[src/rtl/vfpu_issue.sv]
// Issue/collect controller in front of the vfpu: credit-limited operand issue plus an in-order result FIFO.
// Optional stall statistic built only when VFPU_ISSUE_STATS_EN is defined.
module vfpu_issue #(
  parameter int DATA_WIDTH = 32,
  parameter int FIFO_DEPTH = 8,
  parameter int LEN_WIDTH  = 16
) (
  input  logic                  clk_i,
  input  logic                  rst_ni,
  input  logic                  start_i,
  input  logic [LEN_WIDTH-1:0]  len_i,
  input  logic [1:0]            op_i,
  output logic                  busy_o,
  output logic                  done_o,
  input  logic                  a_valid_i,
  output logic                  a_ready_o,
  input  logic [DATA_WIDTH-1:0] a_data_i,
  input  logic                  b_valid_i,
  output logic                  b_ready_o,
  input  logic [DATA_WIDTH-1:0] b_data_i,
  output logic                  r_valid_o,
  input  logic                  r_ready_i,
  output logic [DATA_WIDTH-1:0] r_data_o,
  output logic [DATA_WIDTH-1:0] vfpu_operandA_o,
  output logic [DATA_WIDTH-1:0] vfpu_operandB_o,
  output logic                  vfpu_valid_o,
  output logic [1:0]            vfpu_op_o,
  input  logic                  vfpu_ready_i,
  input  logic                  vfpu_done_i,
  input  logic [DATA_WIDTH-1:0] vfpu_result_i,
  output logic                  ovf_err_o,
  output logic [31:0]           stall_cycles_o,
  output logic [1:0]            dbg_state_o
);

  // Streams: a transfer happens in a cycle where valid and ready are both high at the
  // rising edge; A and B share one ready, so the pair is always consumed together.

  localparam int PW = $clog2(FIFO_DEPTH);
  localparam int CW = PW + 1;

  typedef enum logic [1:0] {
    S_IDLE  = 2'd0,
    S_RUN   = 2'd1,
    S_DRAIN = 2'd2
  } state_e;

  state_e                state_q, state_d;
  logic [LEN_WIDTH-1:0]  len_q;
  logic [LEN_WIDTH-1:0]  issued_q;
  logic [LEN_WIDTH-1:0]  retired_q;
  logic [1:0]            op_q;
  logic [CW-1:0]         credit_q, credit_d;
  logic [CW-1:0]         count_q, count_d;
  logic [PW-1:0]         wr_ptr_q;
  logic [PW-1:0]         rd_ptr_q;
  logic [DATA_WIDTH-1:0] mem_q [FIFO_DEPTH];
  logic [DATA_WIDTH-1:0] opa_q;
  logic [DATA_WIDTH-1:0] opb_q;
  logic                  valid_q;
  logic                  ovf_q;
  logic                  zero_done_q;

  logic start_ok;
  logic fire;
  logic fifo_full;
  logic fifo_empty;
  logic accept_done;
  logic push;
  logic drop;
  logic pop;
  logic done_pulse;

  assign start_ok    = (state_q == S_IDLE) && start_i;
  assign fifo_full   = (count_q == CW'(FIFO_DEPTH));
  assign fifo_empty  = (count_q == '0);
  assign fire        = (state_q == S_RUN) && a_valid_i && b_valid_i && vfpu_ready_i &&
                       (credit_q != '0) && (issued_q != len_q);
  assign accept_done = vfpu_done_i && (state_q != S_IDLE);
  assign push        = accept_done && !fifo_full;
  assign drop        = accept_done && fifo_full;
  assign pop         = !fifo_empty && r_ready_i;

  always_comb begin
    state_d    = state_q;
    done_pulse = 1'b0;
    case (state_q)
      S_IDLE: begin
        if (start_i && (len_i != '0)) state_d = S_RUN;
      end
      S_RUN: begin
        if (fire && ((issued_q + LEN_WIDTH'(1)) == len_q)) state_d = S_DRAIN;
      end
      S_DRAIN: begin
        if ((retired_q == len_q) && fifo_empty && !pop) begin
          state_d    = S_IDLE;
          done_pulse = 1'b1;
        end
      end
      default: state_d = S_IDLE;
    endcase
  end

  // Credits return on pop, not on retire: a slot is only free once the result has left.
  always_comb begin
    credit_d = credit_q;
    case ({pop, fire})
      2'b10:   credit_d = credit_q + CW'(1);
      2'b01:   credit_d = credit_q - CW'(1);
      default: credit_d = credit_q;
    endcase
    count_d = count_q;
    case ({push, pop})
      2'b10:   count_d = count_q + CW'(1);
      2'b01:   count_d = count_q - CW'(1);
      default: count_d = count_q;
    endcase
  end

  always_ff @(posedge clk_i or negedge rst_ni) begin
    if (!rst_ni) begin
      state_q     <= S_IDLE;
      len_q       <= '0;
      issued_q    <= '0;
      retired_q   <= '0;
      op_q        <= '0;
      ovf_q       <= 1'b0;
      zero_done_q <= 1'b0;
    end else begin
      state_q     <= state_d;
      zero_done_q <= start_ok && (len_i == '0);
      if (start_ok) begin
        len_q     <= len_i;
        op_q      <= op_i;
        issued_q  <= '0;
        retired_q <= '0;
        ovf_q     <= 1'b0;
      end else begin
        if (fire)        issued_q  <= issued_q + LEN_WIDTH'(1);
        if (accept_done) retired_q <= retired_q + LEN_WIDTH'(1);
        if (drop)        ovf_q     <= 1'b1;
      end
    end
  end

  always_ff @(posedge clk_i or negedge rst_ni) begin
    if (!rst_ni) begin
      valid_q <= 1'b0;
      opa_q   <= '0;
      opb_q   <= '0;
    end else begin
      valid_q <= fire;
      if (fire) begin
        opa_q <= a_data_i;
        opb_q <= b_data_i;
      end
    end
  end

  always_ff @(posedge clk_i or negedge rst_ni) begin
    if (!rst_ni) begin
      credit_q <= CW'(FIFO_DEPTH);
      count_q  <= '0;
      wr_ptr_q <= '0;
      rd_ptr_q <= '0;
      for (int i = 0; i < FIFO_DEPTH; i++) mem_q[i] <= '0;
    end else begin
      credit_q <= credit_d;
      count_q  <= count_d;
      if (push) begin
        mem_q[wr_ptr_q] <= vfpu_result_i;
        wr_ptr_q        <= wr_ptr_q + PW'(1);
      end
      if (pop) rd_ptr_q <= rd_ptr_q + PW'(1);
    end
  end

`ifdef VFPU_ISSUE_STATS_EN
  logic [31:0] stall_q;

  always_ff @(posedge clk_i or negedge rst_ni) begin
    if (!rst_ni) begin
      stall_q <= '0;
    end else if (start_ok) begin
      stall_q <= '0;
    end else if ((state_q == S_RUN) && a_valid_i && b_valid_i && (credit_q == '0) &&
                 (stall_q != 32'hFFFF_FFFF)) begin
      stall_q <= stall_q + 32'd1;
    end
  end

  assign stall_cycles_o = stall_q;
`else
  assign stall_cycles_o = '0;
`endif

  assign a_ready_o       = fire;
  assign b_ready_o       = fire;
  assign vfpu_valid_o    = valid_q;
  assign vfpu_operandA_o = opa_q;
  assign vfpu_operandB_o = opb_q;
  assign vfpu_op_o       = op_q;
  assign r_valid_o       = !fifo_empty;
  assign r_data_o        = mem_q[rd_ptr_q];
  assign busy_o          = (state_q != S_IDLE);
  assign done_o          = done_pulse || zero_done_q;
  assign ovf_err_o       = ovf_q;
  assign dbg_state_o     = state_q;

endmodule

[config.mk]
export PLATFORM = sky130hd
export DESIGN_NAME = vfpu_issue
export DESIGN_NICKNAME = d
export VERILOG_FILES = /design/src/rtl/vfpu_issue.sv
export SDC_FILE = /design/constraint.sdc
export NUM_CORES = 1
export LEC_CHECK = 0
export CORE_MARGIN = 4
export CORE_UTILIZATION = 55
export DETAILED_ROUTE_END_ITERATION = 16
export GPL_ROUTABILITY_DRIVEN = 0
export PLACE_DENSITY = 0.83
export SLEW_MARGIN = 20
export SYNTH_ARGS = -nofsm -noshare
export SYNTH_HDL_FRONTEND = slang
export SYNTH_SLANG_ARGS = --single-unit
[constraint.sdc]
create_clock -name clk_i -period 3.4 [get_ports clk_i]
set_input_delay 0.68 -clock clk_i [delete_from_list [all_inputs] [get_ports clk_i]]
set_output_delay 0.68 -clock clk_i [all_outputs]
set_load 0.005 [all_outputs]
After elaboration in Yosys (flattened, before gate mapping)
Cells that the tools add are included. W data, S select, Z words.

Register bits after elaboration: 389. Input bits: 122. Output and inout bits: 139. Logic and storage cells: 100.

Add/sub/neg operators: 8. Magnitude comparators: 3. Equality and inequality tests: 13. Multiplexer cells: 20. Bitwise logic cells: 2. Reduce and logical (&&, ||, !) cells: 32.

Operators by type and width (count): $bwmux W256 (1); $bmux W32 S3 (1); $demux W32 S3 (1); $mux W32 (3); $mux W16 (4); $add A16 B1 Y16 const B (2); $eq A16 B16 Y1 (2); $logic_and A1 B1 Y1 (16); $logic_not A16 Y1 (1); $ne A16 B16 Y1 (1); $pmux W4 S2 (2); $reduce_bool A16 Y1 (1); $reduce_bool A2 Y1 (6); $add A4 B1 Y4 const B (2); $ge A4 B4 Y1 const B (2); $not A3 Y4 (2); $sub A4 B1 Y4 const B (2); $add A3 B1 Y3 const B (2); $eq A2 B1 Y1 const B (3); $eq A2 B2 Y1 const B (3); $mux W2 (3); $pmux W2 S3 (1); $eq A4 B4 Y1 const B (1); $logic_not A4 Y1 (1); other kinds (9) (15).

Longest topological paths before layout
Word-level depth: 9. Depth in mapped cells: 14. Gate-level depth less buffers: 12.

Worst setup path before layout
OpenSTA, ideal clock, no wires.

Kind: input to register. From: input vfpu_ready_i. To: register credit_q[3]. Library setup time: 83 ps. Arrival time: 2940 ps. Required time: 3317 ps. Path slack: 377 ps. Stages: 12. Buffers on the path: 1. Path through: nand3_1 > or3_1 > a21o_2 > inv_2 > buf_1 > ha_1 > ha_1 > a21o_1 > a21oi_1 > xnor2_1 > nor2_1 > xor2_1.

Longest elaborated chain between the ends: 5. Elaborated cells between the ends (all ways): 7. Those cells by class: 2 x eq/ne; 1 x mux; 4 x reduce/logical.

RTL lines: start: declaration (RTL line 28) `input logic vfpu_ready_i,`; $logic_and A1 B1 Y1 (*) (2 in series) (RTL line 77) `assign fire = (state_q == S_RUN) && a_valid_i && b_valid_i && vfpu_ready_i &&`; $logic_and A1 B1 Y1 (*) (RTL line 78) `(credit_q != '0) && (issued_q != len_q);`; net a_ready_o (RTL line 16) `output logic a_ready_o,`; $eq A2 B1 Y1 / $eq A2 B2 Y1 (equally long branches) (RTL line 107) `case ({pop, fire})`; $pmux W4 S2 / $reduce_bool A2 Y1 (equally long branches); end signal: assignment (RTL line 162) `credit_q <= CW'(FIFO_DEPTH);`; end signal: assignment (RTL line 168) `credit_q <= credit_d;`; end: declaration (RTL line 53) `logic [CW-1:0] credit_q, credit_d;`.

Mark *: on every way through the listed nets, which the timed path passes. The rest lies on a longest branch. A chain may end at the register's enable or synchronous reset.

Worst setup path after layout
From: register rd_ptr_q[0]. To: output r_data_o[3].

Longest elaborated chain between the ends: 4.

RTL lines: start: declaration (RTL line 56) `logic [PW-1:0] rd_ptr_q;`; start signal: assignment (RTL line 174) `if (pop) rd_ptr_q <= rd_ptr_q + PW'(1);`; $not A3 Y4 (implied by the code) (RTL line 204) `assign r_data_o = mem_q[rd_ptr_q];`; $bmux W32 S3 (RTL line 204); $mux W32 (implied by the code) (2 in series) (RTL line 204); end: declaration (RTL line 23) `output logic [DATA_WIDTH-1:0] r_data_o,`.

No other way between the ends. The select of a mux whose other input is x is not followed.

==> impl_metrics.csv <==
group,metric,value,unit
cells_and_area,drive_gt1_share,26.6,%
synth,synth-edff-count,0,
critical_path,endpoint_kind,"output port",
cts,numClockSinks,389,
critical_path,critPathRequiredTime,2.72,ns
grt,grt-ovfl-total,0,
grt,track_usage,23.9,%
cells_and_area,finalCoreUtilization,69.2,%
floorplan,io_pins,261,
power,cellLeakagePower,0.00986,uW
grt,grtUsageMet1,30.6,%
critical_path,rr_endpoint,"credit_q[3]$_DFFE_PN1P_",
detailed_routing,drtAntennaViolNets,0,
timing,fin_skew,0.0106,ns
synth,ys_seq_area_share,53.6,%
grt,grt_use_met2,40.5,%
grt,gr-max-usage-layer,"met2",
cts,clk_pin_slew,0.06,ns
synth,avgSynthCellArea,12.8,sq um
critical_path,endpoint,"r_data_o[3]",
cts,cts_made_buffers,42,
synth,synthFlopType,"dfrtp_1",
cells_and_area,nets,1797,
placement,place.detailed.hpwl,28100,um
cts,htreeDepth,2,
synth,synth_area,18200,sq um
synth,synth_top_area_cell,"dfrtp_1",
min_path,hp-class,"in2async",
timing,finalCritPeriodShare,97.4,%
detailed_routing,drt-initial-drc-count,533,
detailed_routing,totalWireLength,42600,um
placement,place_area,21000,sq um
floorplan,initial_core_util,55.8,%
cts,clock_latency,0.53,ns
synth,netlist_instances,1418,
cells_and_area,stdcell_area,22500,sq um
critical_path,r2r_slack,0.49,ns
floorplan,die_h,190,um
timing,timing.fmax,0.302,GHz
critical_path,timing.rr.start,"issued_q[4]$_DFFE_PN0P_",
synth,ys_seq_elements,389,
critical_path,cp.arrival,2.63,ns
cells_and_area,area.growth.synth_to_final,24.0,%
floorplan,die_w,190,um
power,peakVddDrop,0.468,mV
cts,root_buffer,"clkbuf_16",
timing,slew_viol_final,0,
placement,placed_cells,2056,
grt,use_met3,6.83,%
cts,cts_buffer_depth,3,
floorplan,fp.coreArea,32500,sq um
detailed_routing,avgRoutedWirePerCell,19.9,um
grt,grt_max_degree,96,
detailed_routing,avgViaCountPerCell,5.58,
cells_and_area,stdcell_count,2140,
critical_path,cp_max_fo,9,
detailed_routing,route.detailed.drc,0,
grt,grt_pass1_vias,13013,
synth,yosys_warnings,0,
detailed_routing,drt_pre_antenna_iters,5,
power,p_per_area,917,nW/um^2
power,finalPower,20600,uW
placement,portBuffers,228,
grt,grt_pass1_wl,69400,um
floorplan,num_rows,66,
timing,setup_violations,0,
synth,synth_top_area_share,53.5,%
critical_path,reg2reg_depth,12,
timing,final.min_clock_period,3.31,ns
synth,yosysUniqueCellTypes,68,
timing,worstMarginPinSlew,0.830,ns
timing,timing.setup.tns,0,ns
critical_path,cp-start-kind,"register",
timing,hold_viol_final,0,
floorplan,dieArea,36000,sq um
cts,cts_tree,"built",
detailed_routing,num_vias,11949,
synth,async_flop_share,100,%
timing,slew_headroom,44.6,%
grt,antenna_found_initial,2,
critical_path,startpoint,"rd_ptr_q[0]$_DFFE_PN0P_",
outcome,outcome,"complete, no violations",
synth,synth.area.top_cells,"dfrtp_1 53%, mux2_2 15%, mux4_2 7.9%",
cells_and_area,final_cell_mix,"386 x dfrtp_1, 285 x nand2_1, 237 x mux2_2",
critical_path,crit_type,"reg2out",
cells_and_area,final_common_cell,"dfrtp_1",
flow_run,drv_cap,0,
[worst max-delay path, cell delays in order (launching register included)]
cell,delay [ns]
dfrtp_4,0.56
buf_4,0.16
buf_4,0.14
mux4_2,0.49
mux2_2,0.30
clkdlybuf4s50_1,0.45
[sequential cells by signal, indices dropped and copies added, names as in the netlist, 2 cells and up]
register         flops
issued_q            16
vfpu_op_o            2
count_q              4
wr_ptr_q             3
mem_q              256
vfpu_operandB_o     32
len_q               16
retired_q           16
dbg_state_o          2
rd_ptr_q             3
credit_q             4
vfpu_operandA_o     32
[routing by layer]
layer | vias to the layer above | share of wire [%] | wire (um)
met5 | - | 0.047 | 20
met4 | 2 | 2.4 | 1010
met3 | 83 | 7.3 | 3130
met2 | 375 | 50 | 21200
met1 | 6078 | 41 | 17300
li1 | 5411 | - | -
[worst min-delay path by stage]
stage	from	cells past startpoint	to	slack (ns)
after CTS	rst_ni	1	mem_q[106]$_DFFE_PN0P_	0.22
after detailed placement	vfpu_operandA_o[2]$_DFFE_PN0P_	2	vfpu_operandA_o[2]$_DFFE_PN0P_	0.46
final	rst_ni	1	mem_q[70]$_DFFE_PN0P_	0.18
after global routing	rst_ni	1	mem_q[106]$_DFFE_PN0P_	0.24
after floorplan	rst_ni	0	count_q[0]$_DFFE_PN0P_	0.38
after global placement	vfpu_operandA_o[15]$_DFFE_PN0P_	2	vfpu_operandA_o[15]$_DFFE_PN0P_	0.46
[synth_stat cells, drive strengths merged (13+ instances only)]
cell	n
dfrtp	388
mux2	290
nand2	286
buf	77
mux4	64
xnor2	41
clkbuf	35
nor2	30
xor2	25
o21ai	17
a21oi	16
nand4	15
inv	14
nor4	14
nand3	13
[layout make-up]
cell class	instances	area, sq um
antenna	1	2.50
clock buffer	61	1290
clock inverter	17	140
fill	2244	10000
inverter	14	52.6
multi-input combinational	934	7910
sequential	389	9740
tap	442	553
timing repair buffer	282	2840
[stage by stage]
stage / hold slack [ns] / worst slack, ns
2_1_floorplan: 0.384 / 0.377
3_3_place_gp: 0.456 / 0.133
3_5_place_dp: 0.462 / 0.101
4_1_cts: 0.216 / 0.0291
5_1_grt: 0.242 / -0.0110
6_report: 0.177 / 0.0887
[repair_timing]
item                                   CTS  global route
setup endpoints to repair               26             6
hold buffers                             0             0
endpoints found under the hold margin    0             0
resized for setup                        0             5
setup buffers                            3             2
[where the power goes]
part           total (uW)  internal, uW  switching [uW]
clock                4610          2780            1830
sequential           7950          6680            1270
combinational        8080          5020            3060
[logic make-up (layout without fill, tap and decap cells)]
family	count (synthesis)	in the layout	synth area share [%]
AO/OA/AOI/OAI	61	61	2.26
AND/OR/NAND/NOR	404	404	9.93
flip-flops	389	389	53.6
adder cells (fa/ha/maj)	12	12	0.909
multiplexers	359	359	26.2
XOR/XNOR	66	66	3.27
buffers and inverters	126	374	3.83
other	1	33	0.0206
Note: power is estimated with default switching activity, not from simulation.
